===== src/rtl/ita_output_buffer.sv =====
// ita_output_buffer: staging FIFO between requantization and the ITA output
// stream. Pushes are unconditional (no backpressure upstream); padded lanes
// are zeroed on write; popped beats are counted to tag tile boundaries.
module ita_output_buffer #(
    parameter int unsigned N     = 16,
    parameter int unsigned WO    = 8,
    parameter int unsigned M     = 64,
    parameter int unsigned DEPTH = 8
) (
    input  logic                         clk_i,
    input  logic                         rst_ni,
    input  logic                         clear_i,
    input  logic                         data_valid_i,
    input  logic [N*WO-1:0]              data_i,
    input  logic [N-1:0]                 pad_mask_i,
    output logic [N*WO-1:0]              oup_data_o,
    output logic                         oup_valid_o,
    input  logic                         oup_ready_i,
    output logic                         oup_last_o,
    output logic                         tile_done_o,
    output logic [$clog2(DEPTH+1)-1:0]   fill_o,
    output logic                         overflow_o
);

    localparam int unsigned TILE_BEATS = M * M / N;
    localparam int unsigned CW         = (TILE_BEATS > 1) ? $clog2(TILE_BEATS) : 1;
    localparam int unsigned PW         = $clog2(DEPTH);
    localparam int unsigned FW         = $clog2(DEPTH + 1);

    // Occupancy view derived from fill; there is no separate state register.
    typedef enum logic [1:0] {
        EMPTY,
        PARTIAL,
        FULL
    } occ_e;

    occ_e              occ;
    logic [N*WO-1:0]   mem_q [DEPTH];
    logic [PW-1:0]     rd_ptr_q;
    logic [PW-1:0]     wr_ptr_q;
    logic [FW-1:0]     fill_q;
    logic [CW-1:0]     beat_cnt_q;
    logic              tile_done_q;
    logic              overflow_q;
    logic [N*WO-1:0]   masked;
    logic              push;
    logic              pop;

    // Classify occupancy from the registered fill level.
    always_comb begin
        occ = PARTIAL;
        if (fill_q == '0) begin
            occ = EMPTY;
        end else if (fill_q == FW'(DEPTH)) begin
            occ = FULL;
        end
    end

    // Zero every lane flagged as padding before it is stored.
    always_comb begin
        masked = data_i;
        for (int unsigned i = 0; i < N; i++) begin
            if (pad_mask_i[i]) begin
                masked[i*WO +: WO] = '0;
            end
        end
    end

    assign oup_valid_o = (occ != EMPTY);
    assign oup_data_o  = mem_q[rd_ptr_q];
    assign oup_last_o  = oup_valid_o && (beat_cnt_q == CW'(TILE_BEATS - 1));
    assign pop         = oup_valid_o && oup_ready_i;
    // A full FIFO still accepts a beat when the head leaves in the same cycle.
    assign push        = data_valid_i && ((occ != FULL) || pop);

    assign fill_o      = fill_q;
    assign overflow_o  = overflow_q;
    assign tile_done_o = tile_done_q;

    // Pointers, fill level, tile beat counter and status flags.
    always_ff @(posedge clk_i or negedge rst_ni) begin
        if (!rst_ni) begin
            rd_ptr_q    <= '0;
            wr_ptr_q    <= '0;
            fill_q      <= '0;
            beat_cnt_q  <= '0;
            tile_done_q <= 1'b0;
            overflow_q  <= 1'b0;
        end else if (clear_i) begin
            rd_ptr_q    <= '0;
            wr_ptr_q    <= '0;
            fill_q      <= '0;
            beat_cnt_q  <= '0;
            tile_done_q <= 1'b0;
            overflow_q  <= 1'b0;
        end else begin
            if (push) begin
                wr_ptr_q <= wr_ptr_q + 1'b1;
            end
            if (pop) begin
                rd_ptr_q <= rd_ptr_q + 1'b1;
                if (oup_last_o) begin
                    beat_cnt_q <= '0;
                end else begin
                    beat_cnt_q <= beat_cnt_q + 1'b1;
                end
            end
            if (push && !pop) begin
                fill_q <= fill_q + 1'b1;
            end else if (pop && !push) begin
                fill_q <= fill_q - 1'b1;
            end
            if (data_valid_i && (occ == FULL) && !pop) begin
                overflow_q <= 1'b1;
            end
            tile_done_q <= pop && oup_last_o;
        end
    end

    // Beat storage; reset to zero so the idle head reads zero, but a flush leaves it.
    always_ff @(posedge clk_i or negedge rst_ni) begin
        if (!rst_ni) begin
            for (int unsigned i = 0; i < DEPTH; i++) begin
                mem_q[i] <= '0;
            end
        end else if (push && !clear_i) begin
            mem_q[wr_ptr_q] <= masked;
        end
    end

endmodule


===== config.mk =====
export PLATFORM = sky130hd
export DESIGN_NAME = ita_output_buffer
export DESIGN_NICKNAME = d
export VERILOG_FILES = /design/src/rtl/ita_output_buffer.sv
export SDC_FILE = /design/constraint.sdc
export NUM_CORES = 2
export LEC_CHECK = 0
export BUFFER_PORTS_ARGS = -buffer_cell sky130_fd_sc_hd__buf_4
export CAP_MARGIN = 20
export CORE_ASPECT_RATIO = 0.7
export CORE_MARGIN = 3
export CORE_UTILIZATION = 55
export CTS_BUF_LIST = sky130_fd_sc_hd__clkbuf_16
export CTS_CLUSTER_DIAMETER = 100
export DETAILED_ROUTE_END_ITERATION = 12
export PLACE_DENSITY = 0.73
export SLEW_MARGIN = 20
export SYNTH_ARGS = -nofsm -noshare
export SYNTH_HDL_FRONTEND = slang
export SYNTH_SLANG_ARGS = --single-unit

===== constraint.sdc =====
create_clock -name clk_i -period 2.9 [get_ports clk_i]
set_input_delay 0.145 -clock clk_i [delete_from_list [all_inputs] [get_ports clk_i]]
set_output_delay 0.145 -clock clk_i [all_outputs]
set_load 0.1 [all_outputs]

# After elaboration in Yosys (flattened, before gate mapping)

Cells that the tools add are included.

Add/subtract/negate cells: 5
Order comparisons: 3
Equality and inequality tests: 4
Muxes and demuxes: 37
Bitwise operators: 2
Reduce and logical (&&, ||, !) cells: 20

Operator list:

| kind                | count |
|---|---|
| $bwmux 1024         | 1 |
| $bmux 128 s3        | 1 |
| $demux 128 s3       | 1 |
| $mux 128            | 3 |
| $mux 8              | 19 |
| $mux 3              | 4 |
| $mux 4              | 3 |
| $logic_and 1x1->1   | 10 |
| $add 8x1->8 const B | 1 |
| $eq 8x8->1 const B  | 1 |
| $ge 4x4->1 const B  | 2 |
| $not 3->4           | 2 |
| $reduce_bool 2->1   | 4 |
| $add 3x1->3 const B | 2 |
| $add 4x1->4 const B | 1 |
| $eq 4x4->1 const B  | 1 |
| $logic_not 4->1     | 1 |
| $lt 4x1->1 const B  | 1 |
| $mux 2              | 2 |
| $sub 4x1->4 const B | 1 |
| $logic_not 1->1     | 3 |
| $mux 1              | 3 |
| $reduce_bool 3->1   | 1 |
| $eq 2x2->1 const B  | 1 |
| other kinds (2)     | 2 |

Bits in registers: 1,044
Input port bits: 149
Output and inout port bits: 136
Logic and storage cells: 85

# Logic depth before layout (Yosys ltp)

Depth in word-level cells: 12
Depth in mapped cells: 11
Mapped depth without buffers: 8

# Worst setup path after synthesis

Ideal clock, no wire load.

Kind: flip-flop to flip-flop
Start: reg fill_q[0] (netlist: fill_o[0])
End: reg beat_cnt_q[0]
Library setup time: 0.138 ns
Arrival time: 4.627 ns
Data required time: 2.762 ns
Slack: -1.865 ns
Stages on the path, launching flop included: 6
Buffers on the path: 1
Period minus slack after synthesis: 4.765 ns
Cell sequence: dfrtp_1 buf_6 nor4_1 nor4_1 or3_1 a21oi_1

Cells in the longest elaborated chain, start to end: 8
Elaborated cells on any way between the ends: 11
Those cells by class: eq/ne (1); mux (5); reduce/logical (5)

RTL lines:

| what                   | line | source |
|---|---|---|
| from (decl)            | 41   | `logic [FW-1:0] fill_q;` |
| from (signal assigned) | 109  | `fill_q <= fill_q + 1'b1;` |
| from (signal assigned) | 111  | `fill_q <= fill_q - 1'b1;` |
| $eq 4x4->1             | 54   | `end else if (fill_q == FW'(DEPTH)) begin` |
| $mux 2                 | 54   |  |
| $mux 2 (*)             | 52   | `if (fill_q == '0) begin` |
| $reduce_bool 2->1 (*)  | 69   | `assign oup_valid_o = (occ != EMPTY);` |
| $logic_and 1x1->1 (*)  | 71   | `assign oup_last_o = oup_valid_o && (beat_cnt_q == CW'(TILE_BEATS - 1));` |
| net oup_last_o         | 19   | `output logic oup_last_o,` |
| $mux 8 (*)             | 102  | `if (oup_last_o) begin` |
| $mux 8 (*)             | 100  | `if (pop) begin` |
| $mux 8 (*)             | 89   | `end else if (clear_i) begin` |
| to (signal assigned)   | 105  | `beat_cnt_q <= beat_cnt_q + 1'b1;` |
| to (decl)              | 42   | `logic [CW-1:0] beat_cnt_q;` |

The timed path passes the listed nets; every way through them passes the cells marked *. The select of a mux whose other input is x is not followed.
A chain may end at the register's enable or synchronous reset.

# Worst setup path in the final report

Start: reg rd_ptr_q[0]
End: out oup_data_o[31]

Cells in the longest elaborated chain, start to end: 4

RTL lines:

| what                                         | line | source |
|---|---|---|
| from (decl)                                  | 39   | `logic [PW-1:0] rd_ptr_q;` |
| from (signal assigned)                       | 101  | `rd_ptr_q <= rd_ptr_q + 1'b1;` |
| $not 3->4 (implied by the code)              | 70   | `assign oup_data_o = mem_q[rd_ptr_q];` |
| $bmux 128 s3                                 | 70   |  |
| $mux 128 (implied by the code) (2 in series) | 70   |  |
| to (decl)                                    | 16   | `output logic [N*WO-1:0] oup_data_o,` |

Every way passes these cells. The select of a mux whose other input is x is not followed.

==> flow_summary_export.csv <==
group,metric,value,unit
synth,yosysWarnings,0,
synth,synth_top_area_cell,"dfrtp_1",
synth,synth_top_family_by_area,"multiplexers",
timing,fin_skew,0.0195,ns
worst_setup_path,slowest_stage,"mux4_2",
synth,ys.flop_type,"dfrtp_1",
cts,cts.path.max_buffers,3,
worst_setup_path,cp_top_family,"multiplexers",
cts,clock_latency,0.65,ns
synth,syn_avg_cell_area,11.4,um2
synth,synth_seq_cells,1044,
floorplanning,floorplan.initialDensity,0.561,
worst_setup_path,critPathMaxStageDelay,0.49,ns
power_and_ir_drop,ir_worst_vdd,1250,uV
flow_run,drv_cap,0,
power_and_ir_drop,p_int,30.7,mW
floorplanning,die_area,0.0865,mm2
grt,grt_start_max_net_pins,122,
worst_setup_path,crit_end,"oup_data_o[31]",
synth,syn_area,0.0456,mm2
worst_setup_path,reg2reg_from,"fill_o[0]",
timing,setup_viol,0,
final_layout,final_common_cell,"dfrtp_1",
timing,fmax,0.352,GHz
final_layout,fin_cells,5555,
grt,grt_pass1_vias,33200,
floorplanning,io_pins,285,
worst_setup_path,required,2.76,ns
synth,synth_simple_gate_area_frac,0.108,
grt,grt_pass1_wl,184000,um
power_and_ir_drop,powerDensity,918,mW/mm2
cts,cts_inserted_buffers,97,
worst_setup_path,crit_fanout,15,
route,drtPass1Iterations,5,
synth,synth_cells,4013,
timing,hold_viol,0,
synth,synth-adder-area-share,0.00181,
synth,synth_compound_area_frac,0.121,
worst_setup_path,path_cells,"buf_16, bufbuf_16, mux4_2, mux2_2, buf_6",
grt,grt_use_total,0.269,
floorplanning,die_h,247,um
timing,fin_crit,2.84,ns
placement,dp_hpwl,66200,um
worst_setup_path,start_kind,"register",
power_and_ir_drop,power.switching,19.4,mW
route,drtIter0Drc,2552,
final_layout,final_util,0.671,
worst_setup_path,worstPathArrival,2.70,ns
timing,timing.final.ws_setup,0.0576,ns
placement,dp_worst_setup_slack,0.366,ns
worst_setup_path,cp_num_buf_inv,3,
worst_setup_path,rrSetupSlack,0.33,ns
synth,synth-edff-count,0,
cts,htreeDepth,3,
final_layout,fillers,5959,
final_layout,finalNetCount,4561,
final_layout,mostFrequentLayoutCells,"dfrtp_1 (1,038), nand2_1 (1,032), o21ai_0 (897)",
route,wire_per_inst,20.5,um
power_and_ir_drop,p_clk_frac,0.248,
placement,routabilityCongestion,0.795,
placement,port_buffers,284,
synth,synth_top_area_share,0.572,
timing,drv_slew,0,
floorplanning,die_width,350,um
power_and_ir_drop,netSwitchingFraction,0.388,
route,drcViolationCount,0,
synth,ys_types,46,
cts,cts_tree,"done",
timing,fin_crit_sh,0.980,
synth,synth_area_leaders,"dfrtp_1 (57%), mux4_2 (13%), o21ai_0 (9.8%)",
final_layout,area_growth,19.6,%
floorplanning,num_rows,87,
placement,placedCellCount,5172,
worst_setup_path,cp-startpoint,"rd_ptr_q[0]",
cts,path_clk_slew,0.07,ns
cts,root_buffer,"clkbuf_16",
worst_setup_path,worstSetupPathDepth,5,
route,ant_nets,0,
worst_hold_path,hold_path.class,"in -> async",
route,wl,114000,um
synth,postSynth.asyncResetShare,1.00,
floorplanning,core_area,0.0814,mm2
final_layout,drive_gt1_frac,0.220,
worst_setup_path,worstRegToRegCells,7,
synth,synthMuxAreaShare,0.158,
timing,rsz0062_at_grt,"yes",
power_and_ir_drop,comb_power_share,0.386,
worst_setup_path,worstSetupEndpointType,"primary output",
route,viasPerCell,5.79,
timing,worstMarginPinSlew,0.740,ns
route,via_count,32100,
synth,syn-num-nets,4168,
cts,clock_sinks,1044,
power_and_ir_drop,p_leak,24.1,nW
timing,max_slew_margin,0.507,
worst_setup_path,worstSetupPathType,"reg -> out",
grt,grt_overflow,0,
power_and_ir_drop,pwr-share-seq,0.365,
worst_setup_path,r2r_end,"fill_o[3]",
synth,ys_seq_area_frac,0.572,
status,status,"finished, final reports clean",
synth,synthXorXnorAreaFrac,0.00173,
grt,antenna_found_initial,3,
==> area by class of cell <==
cell class | instances | area [um2] | share of cell area
Antenna cell | 3 | 7.51 | 0.000137
Timing Repair Buffer | 597 | 6120 | 0.112
Multi-Input combinational cell | 2659 | 17900 | 0.329
Inverter | 7 | 26.3 | 0.000481
Clock inverter | 78 | 558 | 0.0102
Sequential cell | 1044 | 26100 | 0.479
Tap cell | 1068 | 1340 | 0.0245
Clock buffer | 99 | 2480 | 0.0454
==> power groups by stage <==
stage,combinational (mW),clock (mW),sequential (mW)
floorplan,14.2,0,18.2
global placement,17.9,0,18.4
detailed placement,18.1,0,18.5
CTS,19.2,12.6,18.3
global route,20.5,13.2,18.6
finish,19.4,12.5,18.3
==> synthesized netlist by cell type, types with 2 or more instances <==
master     instances
a21oi_1            6
buf_1              9
buf_2            121
buf_4             69
buf_6             13
clkbuf_1          84
clkbuf_2           7
dfrtp_1         1044
ha_1               5
inv_1              6
mux2_2           128
mux2i_1            2
mux4_2           256
nand2_1         1032
nand2b_1         129
nand4_1            2
nor2_1            14
nor2b_1            5
nor3_1             7
nor4_1             4
nor4b_1            3
o2111ai_2          7
o211ai_1           2
o21a_1             2
o21ai_0          897
o21ai_1           97
o21ai_2           34
o41ai_1            2
or3_1              2
xnor2_1            2
xor2_1             7
==> routing by layer <==
metal  GRT usage  vias to the layer above  wire length (um)
met3      0.0430                      202              6380
met2       0.426                      874             53900
met4      0.0789                        0              2920
li1            -                    14800                 -
met1       0.390                    16300             50800
met5           0                        -                 0
==> worst min path at each step <==
stage | from | end | slack, ns | cells after the start
5_1_grt | rst_ni | mem_q[479] | 0.04 | 2
2_1_floorplan | rst_ni | beat_cnt_q[0] | -0.15 | 0
3_5_place_dp | rst_ni | mem_q[479] | 0.14 | 1
4_1_cts | pad_mask_i[1] | mem_q[909] | 0.0007 | 3
3_3_place_gp | rst_ni | mem_q[479] | 0.13 | 1
6_report | rst_ni | mem_q[479] | 0.02 | 2
==> repair_timing <==
item	in CTS	in global routing
hold endpoints to repair	1307	0
gates cloned	8	2
setup buffers	6	7
setup endpoints to repair	91	65
resized for setup	25	34
hold buffers	181	0
==> stage by stage <==
stage | hold WS, ns | power (mW) | cell area [um2] | setup TNS, ns
4_1_cts | 0.000734 | 50.1 | 54400 | -0.723
3_5_place_dp | 0.135 | 36.6 | 49100 | 0
5_1_grt | 0.0363 | 52.3 | 54600 | -0.0998
3_3_place_gp | 0.132 | 36.3 | 49100 | 0
2_1_floorplan | -0.151 | 32.5 | 45700 | -0.0523
6_report | 0.0209 | 50.1 | 54600 | 0
==> sequential cells by signal, summed over array words and instances (netlist names) <==
signal	cells
overflow_o	1
rd_ptr_q	3
tile_done_o	1
mem_q	1024
fill_o	4
wr_ptr_q	3
beat_cnt_q	8
==> cells by family (layout without fill, tap and decap cells) <==
logic type | count (synthesis) | in the layout
simple gates | 1204 | 1204
compound gates | 1054 | 1054
flops | 1044 | 1044
mux | 386 | 386
buf+inv | 310 | 781
xor+xnor | 9 | 9
fa+ha+maj | 6 | 6
other cells | 0 | 3
Note: power is estimated with default switching activity, not from simulation.
